<file path="src/rtl/ifu_fetch.sv">
// Instruction fetch unit: issues sequential word fetches into a small queue and
// restarts at a new PC on redirect, discarding any stale in-flight response.
module ifu_fetch #(
    parameter logic [31:0] RESET_PC = 32'h0000_0000,
    parameter int unsigned QDEPTH   = 2
) (
    input  logic        sys_clk,
    input  logic        sys_rst_n,
    output logic        imem_req,
    output logic [31:0] imem_addr,
    input  logic [31:0] imem_rdata,
    input  logic        redirect_valid,
    input  logic [31:0] redirect_pc,
    output logic        instr_valid,
    input  logic        instr_ready,
    output logic [31:0] instr,
    output logic [31:0] instr_pc,
    output logic        fetch_misalign
);

    localparam int unsigned CW = $clog2(QDEPTH + 1);
    localparam int unsigned PW = (QDEPTH > 1) ? $clog2(QDEPTH) : 1;

    logic [31:0]   pc_q, pc_d;
    logic [31:0]   req_pc_q, req_pc_d;
    logic          inflight_q, inflight_d;
    logic          kill_q, kill_d;
    logic          misalign_q, misalign_d;
    logic [CW-1:0] count_q, count_d;
    logic [PW-1:0] wr_ptr_q, wr_ptr_d;
    logic [PW-1:0] rd_ptr_q, rd_ptr_d;

    logic [31:0]   fifo_pc_q    [QDEPTH];
    logic [31:0]   fifo_instr_q [QDEPTH];

    logic          pop;
    logic          push;
    logic [CW:0]   occ;

    assign instr_valid    = (count_q != '0) & ~redirect_valid;
    assign pop            = instr_valid & instr_ready;
    assign push           = inflight_q & ~kill_q & ~redirect_valid;
    assign occ            = {1'b0, count_q} + (CW + 1)'(inflight_q) - (CW + 1)'(pop);
    // Reset gates the request so nothing issues while sys_rst_n is low.
    assign imem_req       = sys_rst_n & ~redirect_valid & (occ < (CW + 1)'(QDEPTH));
    assign imem_addr      = {pc_q[31:2], 2'b00};
    assign instr          = fifo_instr_q[rd_ptr_q];
    assign instr_pc       = fifo_pc_q[rd_ptr_q];
    assign fetch_misalign = misalign_q;

    always_comb begin
        pc_d       = pc_q;
        req_pc_d   = req_pc_q;
        inflight_d = imem_req;
        kill_d     = 1'b0;
        misalign_d = redirect_valid & (redirect_pc[1:0] != 2'b00);
        count_d    = count_q;
        wr_ptr_d   = wr_ptr_q;
        rd_ptr_d   = rd_ptr_q;

        if (imem_req) begin
            req_pc_d = imem_addr;
            pc_d     = imem_addr + 32'd4;
        end

        if (redirect_valid) begin
            pc_d     = {redirect_pc[31:2], 2'b00};
            kill_d   = inflight_q;
            count_d  = '0;
            wr_ptr_d = '0;
            rd_ptr_d = '0;
        end else begin
            if (push) begin
                wr_ptr_d = (wr_ptr_q == PW'(QDEPTH - 1)) ? '0 : wr_ptr_q + PW'(1);
            end
            if (pop) begin
                rd_ptr_d = (rd_ptr_q == PW'(QDEPTH - 1)) ? '0 : rd_ptr_q + PW'(1);
            end
            if (push && !pop) begin
                count_d = count_q + CW'(1);
            end else if (pop && !push) begin
                count_d = count_q - CW'(1);
            end
        end
    end

    always_ff @(posedge sys_clk or negedge sys_rst_n) begin
        if (!sys_rst_n) begin
            pc_q       <= RESET_PC;
            req_pc_q   <= RESET_PC;
            inflight_q <= 1'b0;
            kill_q     <= 1'b0;
            misalign_q <= 1'b0;
            count_q    <= '0;
            wr_ptr_q   <= '0;
            rd_ptr_q   <= '0;
        end else begin
            pc_q       <= pc_d;
            req_pc_q   <= req_pc_d;
            inflight_q <= inflight_d;
            kill_q     <= kill_d;
            misalign_q <= misalign_d;
            count_q    <= count_d;
            wr_ptr_q   <= wr_ptr_d;
            rd_ptr_q   <= rd_ptr_d;
        end
    end

    // Queue storage needs no reset; occupancy is tracked by count_q.
    always_ff @(posedge sys_clk) begin
        if (push) begin
            fifo_pc_q[wr_ptr_q]    <= req_pc_q;
            fifo_instr_q[wr_ptr_q] <= imem_rdata;
        end
    end

endmodule

</file>
<file path="config.mk">
export PLATFORM = sky130hd
export DESIGN_NAME = ifu_fetch
export DESIGN_NICKNAME = d
export VERILOG_FILES = /design/src/rtl/ifu_fetch.sv
export SDC_FILE = /design/constraint.sdc
export NUM_CORES = 1
export LEC_CHECK = 0
export CORE_ASPECT_RATIO = 1.5
export CORE_MARGIN = 2
export CORE_UTILIZATION = 40
export DETAILED_ROUTE_END_ITERATION = 16
export HOLD_SLACK_MARGIN = 0.1
export PLACE_DENSITY = 0.65
export REMOVE_ABC_BUFFERS = 1
export SKIP_LAST_GASP = 1
export SLEW_MARGIN = 20
export SYNTH_ARGS = -nofsm -noshare
export SYNTH_HDL_FRONTEND = slang
export SYNTH_SLANG_ARGS = --single-unit
</file>
<file path="constraint.sdc">
create_clock -name sys_clk -period 9.6 [get_ports sys_clk]
set_input_delay 2.4 -clock sys_clk [delete_from_list [all_inputs] [get_ports sys_clk]]
set_output_delay 2.4 -clock sys_clk [all_outputs]
set_load 0.05 [all_outputs]
</file>
---- Yosys cells after proc, flatten, opt, wreduce, memory -nomap -nowiden ----
Memory sizes are Yosys's and may differ from the RTL's.
Index checks and enable logic that the tools add are counted.
word-level totals
  input port bits ......................... 68
  memories kept ........................... 2
  word-level logic and storage cells ...... 51
  memory bits (writable) .................. 124
  output and inout port bits .............. 99
  register bits after elaboration ......... 69
memories
  name          words  width  read ports  clocked after Yosys merged registers in  write ports  RTL line  RTL
  fifo_instr_q  2      32     1           0                                        1            34        logic [31:0] fifo_instr_q [QDEPTH];
  fifo_pc_q     2      30     1           0                                        1            33        logic [31:0] fifo_pc_q [QDEPTH];
cells by class
  reduce and logical (&&, ||, !) cells .... 10
  magnitude comparators ................... 1
  add/sub/neg operators ................... 7
  bitwise logic cells ..................... 9
  mux-type cells .......................... 14
operators with widths
  operator                                                     count
  two-way mux 32 bit                                           2
  adder 32 x 3 -> 32 bit (second input constant)               1
  nonzero test 2 bit                                           5
  two-way mux 1 bit                                            9
  bitwise AND 1 bit                                            7
  two-way mux 2 bit                                            3
  adder 2 x 1 -> 3 bit                                         1
  less-than comparator 3 x 2 -> 1 bit (second input constant)  1
  nonzero test 3 bit                                           1
  subtractor 3 x 1 -> 3 bit                                    1
  adder 1 bit (second input constant)                          2
  adder 2 x 1 -> 2 bit (second input constant)                 1
  logical AND 1 bit                                            2
  logical NOT 1 bit                                            2
  NOT 1 bit                                                    2
  subtractor 2 x 1 -> 2 bit (second input constant)            1

---- Longest topological paths before layout ----
  word-level depth ........................ 8
  depth in mapped cells ................... 15
  depth with buffers taken out ............ 12

---- Worst setup path before layout ----
No wires, ideal clock.
  kind .................................... input port to flip-flop
  start point ............................. input redirect_valid
  end point ............................... memory fifo_instr_q[0][0], enable pin
  setup time .............................. 571 ps
  arrival ................................. 7357 ps
  stages on the path ...................... 3
  path slack .............................. 1672 ps
  required time ........................... 9029 ps
  path buffers ............................ 2
  path through ............................ clkbuf_1 > clkbuf_1 > nor3b_1
between the ends
  word-level cells in the longest chain between the ends .. 4
ends and longest elaborated chain
  what                                     RTL line  RTL
  from (decl)                              12        input logic redirect_valid,
  NOT 1 bit                                42        assign push = inflight_q & ~kill_q & ~redirect_valid;
  bitwise AND 1 bit                        42
  two-way mux 1 bit                        111       if (push) begin
  two-way mux 1 bit (not written as such)  113       fifo_instr_q[wr_ptr_q] <= imem_rdata;
  to (decl)                                34
No other way between the ends.

---- Worst setup path after layout ----
  start point ............................. input instr_ready
  end point ............................... output imem_req
between the ends
  word-level cells in the longest chain between the ends .. 4
ends and longest elaborated chain
  what                                 RTL line  RTL
  from (decl)                          15        input logic instr_ready,
  bitwise AND 1 bit                    41        assign pop = instr_valid & instr_ready;
  subtractor 3 x 1 -> 3 bit            43        assign occ = {1'b0, count_q} + (CW + 1)'(inflight_q) - (CW + 1)'(pop);
  less-than comparator 3 x 2 -> 1 bit  45        assign imem_req = sys_rst_n & ~redirect_valid & (occ < (CW + 1)'(QDEPTH));
  bitwise AND 1 bit                    45
  to (decl)                            9         output logic imem_req,
No other way between the ends.

==> metrics list <==
- At the pin with the least slew margin, the transition time is 0.918 ns.
* Vertical die dimension: 175 um
- Floorplan core area: 19100 um2
- During synthesis, Yosys emitted a total of 0 warnings.
- For this design the top-level I/O count stands at 167.
- Post-synthesis cell area: 7760 um2
- TritonCTS built the clock tree.
* Synth area leaders: sky130_fd_sc_hd__edfxtp_1 48%, sky130_fd_sc_hd__dfrtp_1 22%, sky130_fd_sc_hd__mux2_2 13%, sky130_fd_sc_hd__xnor2_1 2.1%, sky130_fd_sc_hd__nand2_1 2.1%
- Clock tree skew after final layout: 0.00633 ns
- After technology mapping, the gate count stands at 495.
- Number of nets still failing antenna checks after routing: 0
* Number of max-capacitance violations reported: 0
* Global-route wire length before repair: 25400 um
* Cell at the root of the clock tree: sky130_fd_sc_hd__clkbuf_16
* Area Overhead vs Synth: 30.8%
- Biggest cell delay along the critical path: 0.81 ns
- The via count of the first global-routing pass is 4875.
- From left edge to right edge, the die measures 118 um.
- Most common cell after layout, fill and taps aside: sky130_fd_sc_hd__clkdlybuf4s50_1
* HP Class: flop to flop
* Clock insertion delay at the later pin of the skew report: 0.42 ns
* Total Nets Final: 727
- Once the clock tree was built, the resizer swapped 0 gates to a different size.
- Proportion of layout cells with a drive suffix above 1: 0.201
* Post-synthesis mux area share: 0.135
- After layout, the design draws a total of 2110 uW.
* Number of enable flip-flop cells after synthesis: 124
- STA classifies the critical path startpoint as a primary input.
- Register area share after synthesis: 0.696
- Worst IR drop on VDD: 98.6 uV
- Of the total power, the share spent switching nets is 0.279.
- Setup repair after global routing left no endpoint under its margin.
- In this run the power spent charging and discharging nets is 589 uW.
* Prevailing post-synth register cell: sky130_fd_sc_hd__edfxtp_1
- The initialized floorplan defines 62 standard-cell rows.
* Tightest slew margin relative to the limit: 0.388
* Commonest cells after routing, fill and taps aside: 160 x sky130_fd_sc_hd__clkdlybuf4s50_1, 124 x sky130_fd_sc_hd__edfxtp_1, 88 x sky130_fd_sc_hd__mux2_2, 66 x sky130_fd_sc_hd__dfrtp_1, 43 x sky130_fd_sc_hd__nand2_1
* Mean instance size in the synthesized netlist: 15.7 um2
- Detailed placement finished with a half-perimeter wire length of 10500 um.
- All-Layer GR Usage: 0.160
- Port buffering added 162 buffers.
- Area of the multi-input gates: 2190 um2
* Drt first pass iters: 7
* Share of total power in combinational logic: 0.193
* Number of antenna violations at the first check in global routing: 0
- Complex-gate fraction of the synthesized area: 0.0252
- Number of antenna repair diodes: 0
- Sequence of cells on the critical path: clkdlybuf4s50_1 -> nand2_1 -> inv_1 -> ha_1 -> nand2b_1 -> fa_1 -> and2_0 -> and3b_2 -> clkdlybuf4s50_1
* Final Hold Fails: 0
- Min-delay src: req_pc_q[18]
* Total Wirelength: 16000 um
- The share of synthesized area in the top cell type comes to 0.480.
- Async set-or-reset flop fraction in the synthesized netlist: 0.351
- Pin count of the biggest net entering global routing: 70
- Register clock-pin slew on the reported worst setup and hold paths: 0.06 ns
* GR Overflow Total: 0
- Xor and xnor fraction of the mapped netlist area: 0.0348
- The H-tree was split into 4 levels.
- Of all nets on the critical path, the largest fanout is 7.
* Main combinational cell family by area after synthesis: multiplexers
- Final setup TNS: 0 ns
- After layout, the minimum clock period comes to 7.74 ns.
- Sequential standard cell area: 5400 um2
* Leak: 0.00363 uW
- Detailed routing inserted a total of 4565 vias.
- Design internal power: 1520 uW
* Maximum frequency from static timing analysis: 129 MHz
* Last weighted congestion value of the routability-driven placer: 0.788
- Layout filler cell count: 1656
- Floorplan die area: 20500 um2
* Ratio of total power to cell area: 208 nW/um2
- Cell type contributing the most total cell area after synthesis: sky130_fd_sc_hd__edfxtp_1
- Number of buffers added by the clock tree synthesis step: 17
- Area share of and/or/nand/nor cells after synthesis: 0.0790
- Share of power burned in the clock network: 0.312
- The critical path is of the primary input to primary output type.
- Most frequent CP cell: sky130_fd_sc_hd__clkdlybuf4s50_1
* Worst Path Required: 7.20 ns
* Library cells used by synthesis: 49
- Buffer count from post-CTS setup fixing: 0
- Outcome: completed
- Dividing the detail-routed wire length by the instance count gives 17.3 um.
- Initial cell density of the core: 0.407
- In this run, post-CTS hold repair placed 0 buffers.
* Arrival time reported for the critical path endpoint: 5.34 ns
- Clock Tree Buf Depth: 2
- The worst setup path is captured at a primary output.
- On the critical path, the stage with the largest delay is an instance of sky130_fd_sc_hd__clkdlybuf4s50_1.
- Setup violations remaining at the end of the flow were counted as 0.
- Critical Path Start: instr_ready
* Post-route DRC violation count: 0
- Origin of the critical flop-to-flop path: count_q[1]
* Post-route clock period utilization: 0.806
- Routed vias/inst: 4.94
- Final hold analysis gives a worst-case slack of 0.464 ns.
- The max-slew violation total from the final report was 0.
- The clock net in this run drives a total of 191 sinks.
- The share of total power dissipated in sequential elements is 0.494.
- Adder-cell share of the synthesized area: 0.00581
- After synthesis the netlist holds a flip-flop and latch count of 191.
* Number of violations reported at the end of detailed-routing iteration 0: 238
==> cells in the mapped netlist, types with 6 or more instances <==
cell	number
sky130_fd_sc_hd__and3_1	6
sky130_fd_sc_hd__and4_1	6
sky130_fd_sc_hd__clkbuf_1	13
sky130_fd_sc_hd__dfrtp_1	67
sky130_fd_sc_hd__edfxtp_1	124
sky130_fd_sc_hd__inv_1	6
sky130_fd_sc_hd__mux2_2	88
sky130_fd_sc_hd__nand2_1	43
sky130_fd_sc_hd__nand4_1	9
sky130_fd_sc_hd__nor2_1	11
sky130_fd_sc_hd__o21ai_0	21
sky130_fd_sc_hd__o21ai_1	8
sky130_fd_sc_hd__xnor2_1	19
sky130_fd_sc_hd__xor2_1	10
==> metal layers <==
metal  share of wire  track usage  wire [um]
met5               0            0          0
met4           0.018       0.0577        290
met3           0.051       0.0430        812
met2            0.53        0.288       8530
met1            0.40        0.180       6370
==> registers in the layout (all words and copies together) (netlist names) <==
| signal | cells |
|---|---|
| inflight_q | 1 |
| count_q | 2 |
| fetch_misalign | 1 |
| wr_ptr_q | 1 |
| rd_ptr_q | 1 |
| pc_q | 30 |
| fifo_pc_q | 60 |
| fifo_instr_q | 64 |
| kill_q | 1 |
| req_pc_q | 30 |
==> layout make-up <==
type                       count  share of cell area
clock buffer                  26              0.0482
clock inverter                 5             0.00567
inverter                       6             0.00222
multi-input combinational    274               0.216
sequential                   191               0.533
tap                          256              0.0316
timing repair buffer         166               0.163
==> power by group through the flow <==
stage / clock, uW / combinational (uW) / sequential [uW]
after global placement: 0 / 405 / 1060
after detailed placement: 0 / 412 / 1060
after floorplan: 0 / 225 / 1080
after CTS: 678 / 413 / 1050
after global routing: 709 / 429 / 1060
final: 660 / 408 / 1040
==> stage by stage <==
stage	cells	area (um2)	setup WS (ns)	utilization
6_report	924	10100	1.86	0.532
3_5_place_dp	892	9580	1.83	0.502
2_1_floorplan	471	7610	1.48	-
4_1_cts	923	10100	1.83	0.531
3_3_place_gp	892	9580	1.93	0.502
5_1_grt	924	10100	1.72	0.532
==> kinds of logic (layout without fill, tap and decap cells) <==
kind of cell,Yosys count,in the layout
adders and majority gates,3,3
AOI/OAI and AO/OA,36,36
buffers and inverters,33,203
DFF,191,191
and+or+nand+nor,108,108
xor gates and xnor gates,30,30
other,1,4
muxes,93,93
==> path summary, 6_finish.rpt <==
check	endpoint	cells after the start	slack [ns]
worst max-delay path	imem_req	9	1.86
worst min-delay path	fifo_pc_q[0][16]	0	0.46
worst max register to register	pc_q[23]	13	6.29
worst min register to register	fifo_pc_q[0][16]	0	0.46
max in group asynchronous	rd_ptr_q	1	6.88
min in group asynchronous	req_pc_q[13]	1	2.07
==> worst max-delay path: cells and delay by family <==
family | cells | cell delay, ns
fa+ha+maj | 2 | 0.74
simple gates | 4 | 0.88
buf+inv | 3 | 1.31
Power figures use the tool's default switching activity.
